[config.mk]
export PLATFORM = sky130hd
export DESIGN_NAME = fft_sat_ctrl
export DESIGN_NICKNAME = d
export VERILOG_FILES = /design/src/rtl/fft_sat_pkg.sv /design/src/rtl/sat_clip_counter.sv /design/src/rtl/fft_sat_ctrl.sv
export SDC_FILE = /design/constraint.sdc
export NUM_CORES = 1
export LEC_CHECK = 0
export ABC_AREA = 1
export BUFFER_PORTS_ARGS = -buffer_cell sky130_fd_sc_hd__buf_4
export CAP_MARGIN = 30
export CORE_AREA = 3 3 358 360
export DETAILED_ROUTE_END_ITERATION = 10
export DIE_AREA = 0 0 361 363
export SYNTH_ARGS = -nofsm -noshare
export SYNTH_HDL_FRONTEND = slang
export SYNTH_HIERARCHICAL = 1
export SYNTH_SLANG_ARGS = --single-unit
[constraint.sdc]
create_clock -name clk -period 19.9 [get_ports clk]
set_clock_uncertainty 0.1 [all_clocks]
set_input_delay 2.985 -clock clk [delete_from_list [all_inputs] [get_ports clk]]
set_output_delay 2.985 -clock clk [all_outputs]
set_load 0.01 [all_outputs]
[src/rtl/fft_sat_pkg.sv]
`default_nettype none
// ============================================================================
//  Module      : fft_sat_pkg
//  Description : Shared types and constants for the FFT saturation-stage
//                frame controller.
//  Revision    : 1.0 - initial release
// ============================================================================
package fft_sat_pkg;

  // Frame controller states
  typedef enum logic [1:0] {
    IDLE  = 2'd0,
    RUN   = 2'd1,
    DRAIN = 2'd2,
    DONE  = 2'd3
  } state_t;

  // Lanes per array in the default configuration; four arrays feed the stage
  localparam int DEPTH_DEFAULT   = 16;
  localparam int NUM_LANES       = 4 * DEPTH_DEFAULT;

  // Default clip thresholds (inclusive limits are legal, beyond them clips)
  localparam int SAT_MAX_DEFAULT = 4095;
  localparam int SAT_MIN_DEFAULT = -4096;

endpackage
`default_nettype wire

[src/rtl/sat_clip_counter.sv]
`default_nettype none
// ============================================================================
//  Module      : sat_clip_counter
//  Description : Combinational range check of every stage input lane against
//                the clip thresholds, followed by a popcount of the lanes that
//                fall outside the legal range.
//  Revision    : 1.0 - initial release
// ============================================================================
module sat_clip_counter
  import fft_sat_pkg::*;
#(
  parameter int WIDTH       = 14,
  parameter int DEPTH       = DEPTH_DEFAULT,
  parameter int SAT_MAX_VAL = SAT_MAX_DEFAULT,
  parameter int SAT_MIN_VAL = SAT_MIN_DEFAULT,
  parameter int PC_WIDTH    = $clog2(4 * DEPTH + 1)
) (
  input  logic signed [WIDTH-1:0] din_R_add [DEPTH],
  input  logic signed [WIDTH-1:0] din_R_sub [DEPTH],
  input  logic signed [WIDTH-1:0] din_Q_add [DEPTH],
  input  logic signed [WIDTH-1:0] din_Q_sub [DEPTH],
  output logic [PC_WIDTH-1:0]     clip_count
);

  localparam int LANES = 4 * DEPTH;

  logic [LANES-1:0] clip_flag;

  // Signed compare after sign extension to int; the thresholds themselves are legal
  function automatic logic is_clip(input logic signed [WIDTH-1:0] s);
    return (int'(s) > SAT_MAX_VAL) || (int'(s) < SAT_MIN_VAL);
  endfunction

  generate
    for (genvar i = 0; i < DEPTH; i++) begin : g_lane
      assign clip_flag[i]           = is_clip(din_R_add[i]);
      assign clip_flag[DEPTH + i]   = is_clip(din_R_sub[i]);
      assign clip_flag[2*DEPTH + i] = is_clip(din_Q_add[i]);
      assign clip_flag[3*DEPTH + i] = is_clip(din_Q_sub[i]);
    end
  endgenerate

  // Popcount of the clip flags over all lanes
  always_comb begin
    clip_count = '0;
    for (int i = 0; i < LANES; i++) begin
      clip_count = clip_count + PC_WIDTH'(clip_flag[i]);
    end
  end

endmodule
`default_nettype wire

[src/rtl/fft_sat_ctrl.sv]
`default_nettype none
// ============================================================================
//  Module      : fft_sat_ctrl
//  Description : Frame-level controller for the 16-lane, 4-array saturation
//                stage. Sequences one frame of blocks with valid/ready flow
//                control, drives the stage enable, tracks the block index at
//                the stage output and accumulates per-frame clip counts.
//  Revision    : 1.0 - initial release
// ============================================================================
module fft_sat_ctrl
  import fft_sat_pkg::*;
#(
  parameter int WIDTH          = 14,
  parameter int DEPTH          = DEPTH_DEFAULT,
  parameter int SAT_MAX_VAL    = SAT_MAX_DEFAULT,
  parameter int SAT_MIN_VAL    = SAT_MIN_DEFAULT,
  parameter int BLKS_PER_FRAME = 32,
  parameter int CNT_WIDTH      = 11
) (
  input  logic                              clk,
  input  logic                              rst_n,
  input  logic                              start,
  input  logic                              in_valid,
  output logic                              in_ready,
  input  logic signed [WIDTH-1:0]           din_R_add [DEPTH],
  input  logic signed [WIDTH-1:0]           din_R_sub [DEPTH],
  input  logic signed [WIDTH-1:0]           din_Q_add [DEPTH],
  input  logic signed [WIDTH-1:0]           din_Q_sub [DEPTH],
  output logic                              sat_en,
  output logic                              out_valid,
  input  logic                              out_ready,
  output logic [$clog2(BLKS_PER_FRAME)-1:0] blk_idx,
  output logic                              frame_last,
  output logic                              busy,
  output logic                              done,
  output logic [CNT_WIDTH-1:0]              clip_cnt,
  output logic                              clip_any
);

  localparam int IDX_W    = $clog2(BLKS_PER_FRAME);
  localparam int PC_WIDTH = $clog2(4 * DEPTH + 1);
  localparam int LAST_BLK = BLKS_PER_FRAME - 1;

  state_t               state;
  state_t               state_nxt;
  logic [IDX_W-1:0]     in_cnt;
  logic [CNT_WIDTH-1:0] acc;
  logic [CNT_WIDTH:0]   acc_sum;
  logic [PC_WIDTH-1:0]  blk_clips;
  logic                 accept;
  logic                 last_in;
  logic                 last_out;

  sat_clip_counter #(
    .WIDTH       (WIDTH),
    .DEPTH       (DEPTH),
    .SAT_MAX_VAL (SAT_MAX_VAL),
    .SAT_MIN_VAL (SAT_MIN_VAL),
    .PC_WIDTH    (PC_WIDTH)
  ) u_clip (
    .din_R_add  (din_R_add),
    .din_R_sub  (din_R_sub),
    .din_Q_add  (din_Q_add),
    .din_Q_sub  (din_Q_sub),
    .clip_count (blk_clips)
  );

  // A new block may enter whenever the output slot is empty or being drained
  assign in_ready   = (state == RUN) && (!out_valid || out_ready);
  assign accept     = in_valid && in_ready;
  assign sat_en     = accept;
  assign last_in    = (in_cnt == IDX_W'(LAST_BLK));
  assign last_out   = (blk_idx == IDX_W'(LAST_BLK));
  assign frame_last = out_valid && last_out;
  assign clip_any   = (clip_cnt != '0);

  // One extra bit catches overflow so the accumulator can saturate
  assign acc_sum = {1'b0, acc} + {{(CNT_WIDTH + 1 - PC_WIDTH){1'b0}}, blk_clips};

  // State register
  always_ff @(posedge clk) begin
    if (!rst_n) state <= IDLE;
    else        state <= state_nxt;
  end

  // Next-state and status outputs
  always_comb begin
    state_nxt = state;
    busy      = 1'b1;
    done      = 1'b0;
    case (state)
      IDLE: begin
        busy = 1'b0;
        if (start) state_nxt = RUN;
      end
      RUN: begin
        if (accept && last_in) state_nxt = DRAIN;
      end
      DRAIN: begin
        if (out_valid && out_ready && last_out) state_nxt = DONE;
      end
      DONE: begin
        done      = 1'b1;
        state_nxt = IDLE;
      end
      default: state_nxt = IDLE;
    endcase
  end

  // Input block counter and saturating clip accumulator, both restarted by start
  always_ff @(posedge clk) begin
    if (!rst_n) begin
      in_cnt <= '0;
      acc    <= '0;
    end else if (state == IDLE && start) begin
      in_cnt <= '0;
      acc    <= '0;
    end else if (accept) begin
      in_cnt <= last_in ? '0 : in_cnt + 1'b1;
      acc    <= acc_sum[CNT_WIDTH] ? '1 : acc_sum[CNT_WIDTH-1:0];
    end
  end

  // Output-slot valid and index track the stage register one cycle behind accept
  always_ff @(posedge clk) begin
    if (!rst_n) begin
      out_valid <= 1'b0;
      blk_idx   <= '0;
    end else if (accept) begin
      out_valid <= 1'b1;
      blk_idx   <= in_cnt;
    end else if (out_ready) begin
      out_valid <= 1'b0;
    end
  end

  // Publish the frame clip count when the last block leaves the stage
  always_ff @(posedge clk) begin
    if (!rst_n)                                   clip_cnt <= '0;
    else if (state == DRAIN && state_nxt == DONE) clip_cnt <= acc;
  end

endmodule
`default_nettype wire

==> results.py <==
metrics = {
    "timing": {
        "period_share_pct": 52.6,
        "final.min_clock_period_ps": 10470,
        "rsz0062_at_grt": "false",
        "max_slew.worst_pin.slew_ps": 1210,
        "final-setup-viol-count": 0,
        "hold_viol_final": 0,
        "clock.fmax_ghz": 0.0955,
        "timing.max_slew.rel_slack_pct": 19.1,
        "finalMaxSlewViolations": 0,
        "setup_total_neg_slack_ps": 0,
    },
    "synthesis": {
        "synth-async-reset-ratio_pct": 0,
        "synth_area_per_cell_um2": 8.67,
        "synth_top_flop_cell": "dfxtp_1",
        "synthDominantAreaCellType": "fa_1",
        "ys_ff_latch": 35,
        "synth-warning-count": 6,
        "syn_area_mm2": 0.00394,
        "synthesis.instances": 454,
        "sequential_to_total_area_share_from_yosys_stat_pct": 17.8,
        "netlist.area_leader.share_pct": 28.0,
        "synth-edff-count": 0,
        "synth.top_cells.by_area": "fa_1 (28%), dfxtp_1 (18%), xnor2_1 (13%), ha_1 (7.6%), inv_1 (7.2%)",
        "netlist-cell-type-count": 31,
        "synth.net_count": 1434,
    },
    "worst_setup_path": {
        "worst_setup_sp_type": "input port",
        "r2r_setup_slack_ps": 17950,
        "worst_setup_path_startpoint": "din_R_sub[125]",
        "cp.required_ps": 19960,
        "critical_path.endpoint": "acc[5]$_SDFFE_PP0P_",
        "worstSetupPathType": "in -> reg",
        "ff2ff_path_depth": 13,
        "r2r_end": "acc[8]$_SDFFE_PP0P_",
        "crit-reg2reg-launch": "acc[0]$_SDFFE_PP0P_",
        "category_of_the_worst_setup_path_capture_point": "register",
        "timing.critical_path.arrival_ps": 10530,
        "critical_path.max_fanout": 5,
    },
    "job": {
        "maxCapViolCount": 0,
    },
    "final_layout": {
        "final_layout_size_suffix_gt1_share_pct": 28.7,
        "layout_common_cells": "buf_4 (156), inv_1 (75), nand2_1 (64)",
        "area_growth_syn_to_layout_pct": 84.8,
        "layout.cells.most_common": "buf_4",
        "layout.core_utilization_pct": 5.80,
        "post-route-cell-area_mm2": 0.00727,
        "count_of_nets_after_finishing": 1592,
        "n_fill_cell": 14800,
    },
    "route": {
        "detailroute.via_count": 3408,
        "drt_first_pass_iters": 4,
        "drtIter0Drc": 103,
        "antenna_left": 0,
        "vias_per_cell": 1.51,
        "wire_per_inst_um": 6.46,
        "route.detailed.drc": 0,
        "final_wl_um": 14600,
    },
    "grt": {
        "grt_max_degree": 22,
        "grt_pass1_wl_um": 21000,
        "via_count_of_the_first_global_routing_pass": 3528,
        "grt_antenna_before_repair": 8,
        "overflow": 0,
        "global_route.usage.total_pct": 2.19,
    },
    "placement": {
        "io_buffers": 155,
        "gp_congestion": 0.767,
        "detailed_place.area_mm2": 0.00713,
        "half_perimeter_wire_length_after_placement_um": 13800,
    },
    "clock_network": {
        "cts-buffers-inserted": 5,
        "worst_setup_hold_path_clk_slew_ps": 50,
        "insertion_delay_ps": 270,
        "cts_buffer_depth": 2,
        "root_driver": "clkbuf_16",
        "ctsResizeCount": 0,
        "h-tree-depth": 2,
        "clock_sinks": 35,
        "ctsHoldBuffers": 0,
        "tritoncts": "yes",
        "post_cts_buffers": 0,
    },
    "die": {
        "initial_core_util_pct": 3.14,
        "pin_count": 924,
        "design.core.area_mm2": 0.125,
        "die-area_mm2": 0.131,
        "fp.dieW_um": 361,
        "die_ht_um": 363,
        "core.rowCount": 130,
    },
    "outcome": {
        "outcome": "complete, no violations",
    },
    "hold_path": {
        "worstHoldPathType": "reg -> reg",
    },
}
==> stage by stage <==
step           setup slack [ps]  hold slack, ps  std cells
3_3_place_gp               9150             375       2254
5_1_grt                    9100             422       2263
6_report                   9430             393       2264
3_5_place_dp               9140             380       2255
2_1_floorplan             10400             357        454
4_1_cts                    9430             395       2263
==> critical path, cell delays in order <==
cell,delay (ps)
buf_4,110
xnor2_1,360
fa_1,500
fa_1,470
fa_1,530
fa_1,450
fa_1,530
fa_1,530
fa_1,520
fa_1,540
inv_1,50
ha_1,230
fa_1,410
xor2_1,940
ha_1,440
or2_1,260
nand3_1,110
nand2_2,130
nand2_2,130
nand2_1,100
a21oi_1,150
nor2_1,50
==> synth_stat cells, types with 2 or more instances <==
library cell and instances:
inv_1 75, nand2_1 64, xnor2_1 58, fa_1 55
dfxtp_1 35, nor2_1 28, a21oi_1 24, ha_1 24
nand3_1 21, o21ai_0 19, xor2_1 13, nor3_1 5
inv_2 4, nand2_2 4, nand4_1 4, nor4_1 3
a31oi_1 2, buf_6 2, nand3_4 2
==> registers in the layout, summed over array words and instances, names as in the netlist <==
name / flops
blk_idx: 5
acc: 11
out_valid: 1
clip_cnt: 11
state: 2
in_cnt: 5
==> cell families after synthesis <==
logic type      after synthesis  share of synthesized area [%]
compound gates               48                           6.36
xor+xnor                     71                           15.8
fa+ha+maj                    79                           35.6
buf+inv                      84                           8.52
flops                        35                           17.8
simple gates                137                           15.9
==> how the worst min path moves through the flow <==
| stage | from | to | slack [ps] | depth (start not counted) |
|---|---|---|---|---|
| floorplan | in_cnt[4]$_SDFFE_PP0P_ | blk_idx[4]$_SDFFE_PN0P_ | 360 | 2 |
| global placement | in_cnt[4]$_SDFFE_PP0P_ | in_cnt[4]$_SDFFE_PP0P_ | 370 | 2 |
| detailed placement | in_cnt[4]$_SDFFE_PP0P_ | in_cnt[4]$_SDFFE_PP0P_ | 380 | 2 |
| CTS | blk_idx[0]$_SDFFE_PN0P_ | blk_idx[0]$_SDFFE_PN0P_ | 400 | 2 |
| global route | in_cnt[4]$_SDFFE_PP0P_ | in_cnt[4]$_SDFFE_PP0P_ | 420 | 2 |
| finish | blk_idx[1]$_SDFFE_PN0P_ | blk_idx[1]$_SDFFE_PN0P_ | 390 | 2 |
==> routing by layer <==
layer / vias up / GRT usage [%] / wire length [um]
met5: - / 0 / 0
met4: 0 / 0.193 / 51
met3: 8 / 1.12 / 2140
met2: 194 / 3.25 / 5780
met1: 1477 / 2.91 / 6650
li1: 1729 / - / -
==> area by class of cell <==
type	count	area, um^2	share of cell area (%)
antenna	1	2.50	0.0344
clock buffer	7	133	1.82
clock inverter	1	5.00	0.0688
inverter	79	297	4.08
multi-input combinational	335	2900	39.9
sequential	35	701	9.64
tap	1650	2060	28.4
timing repair buffer	156	1170	16.1
Power is not shown: default switching activity piles up to over one toggle a cycle in this logic, so the estimate is an artifact.
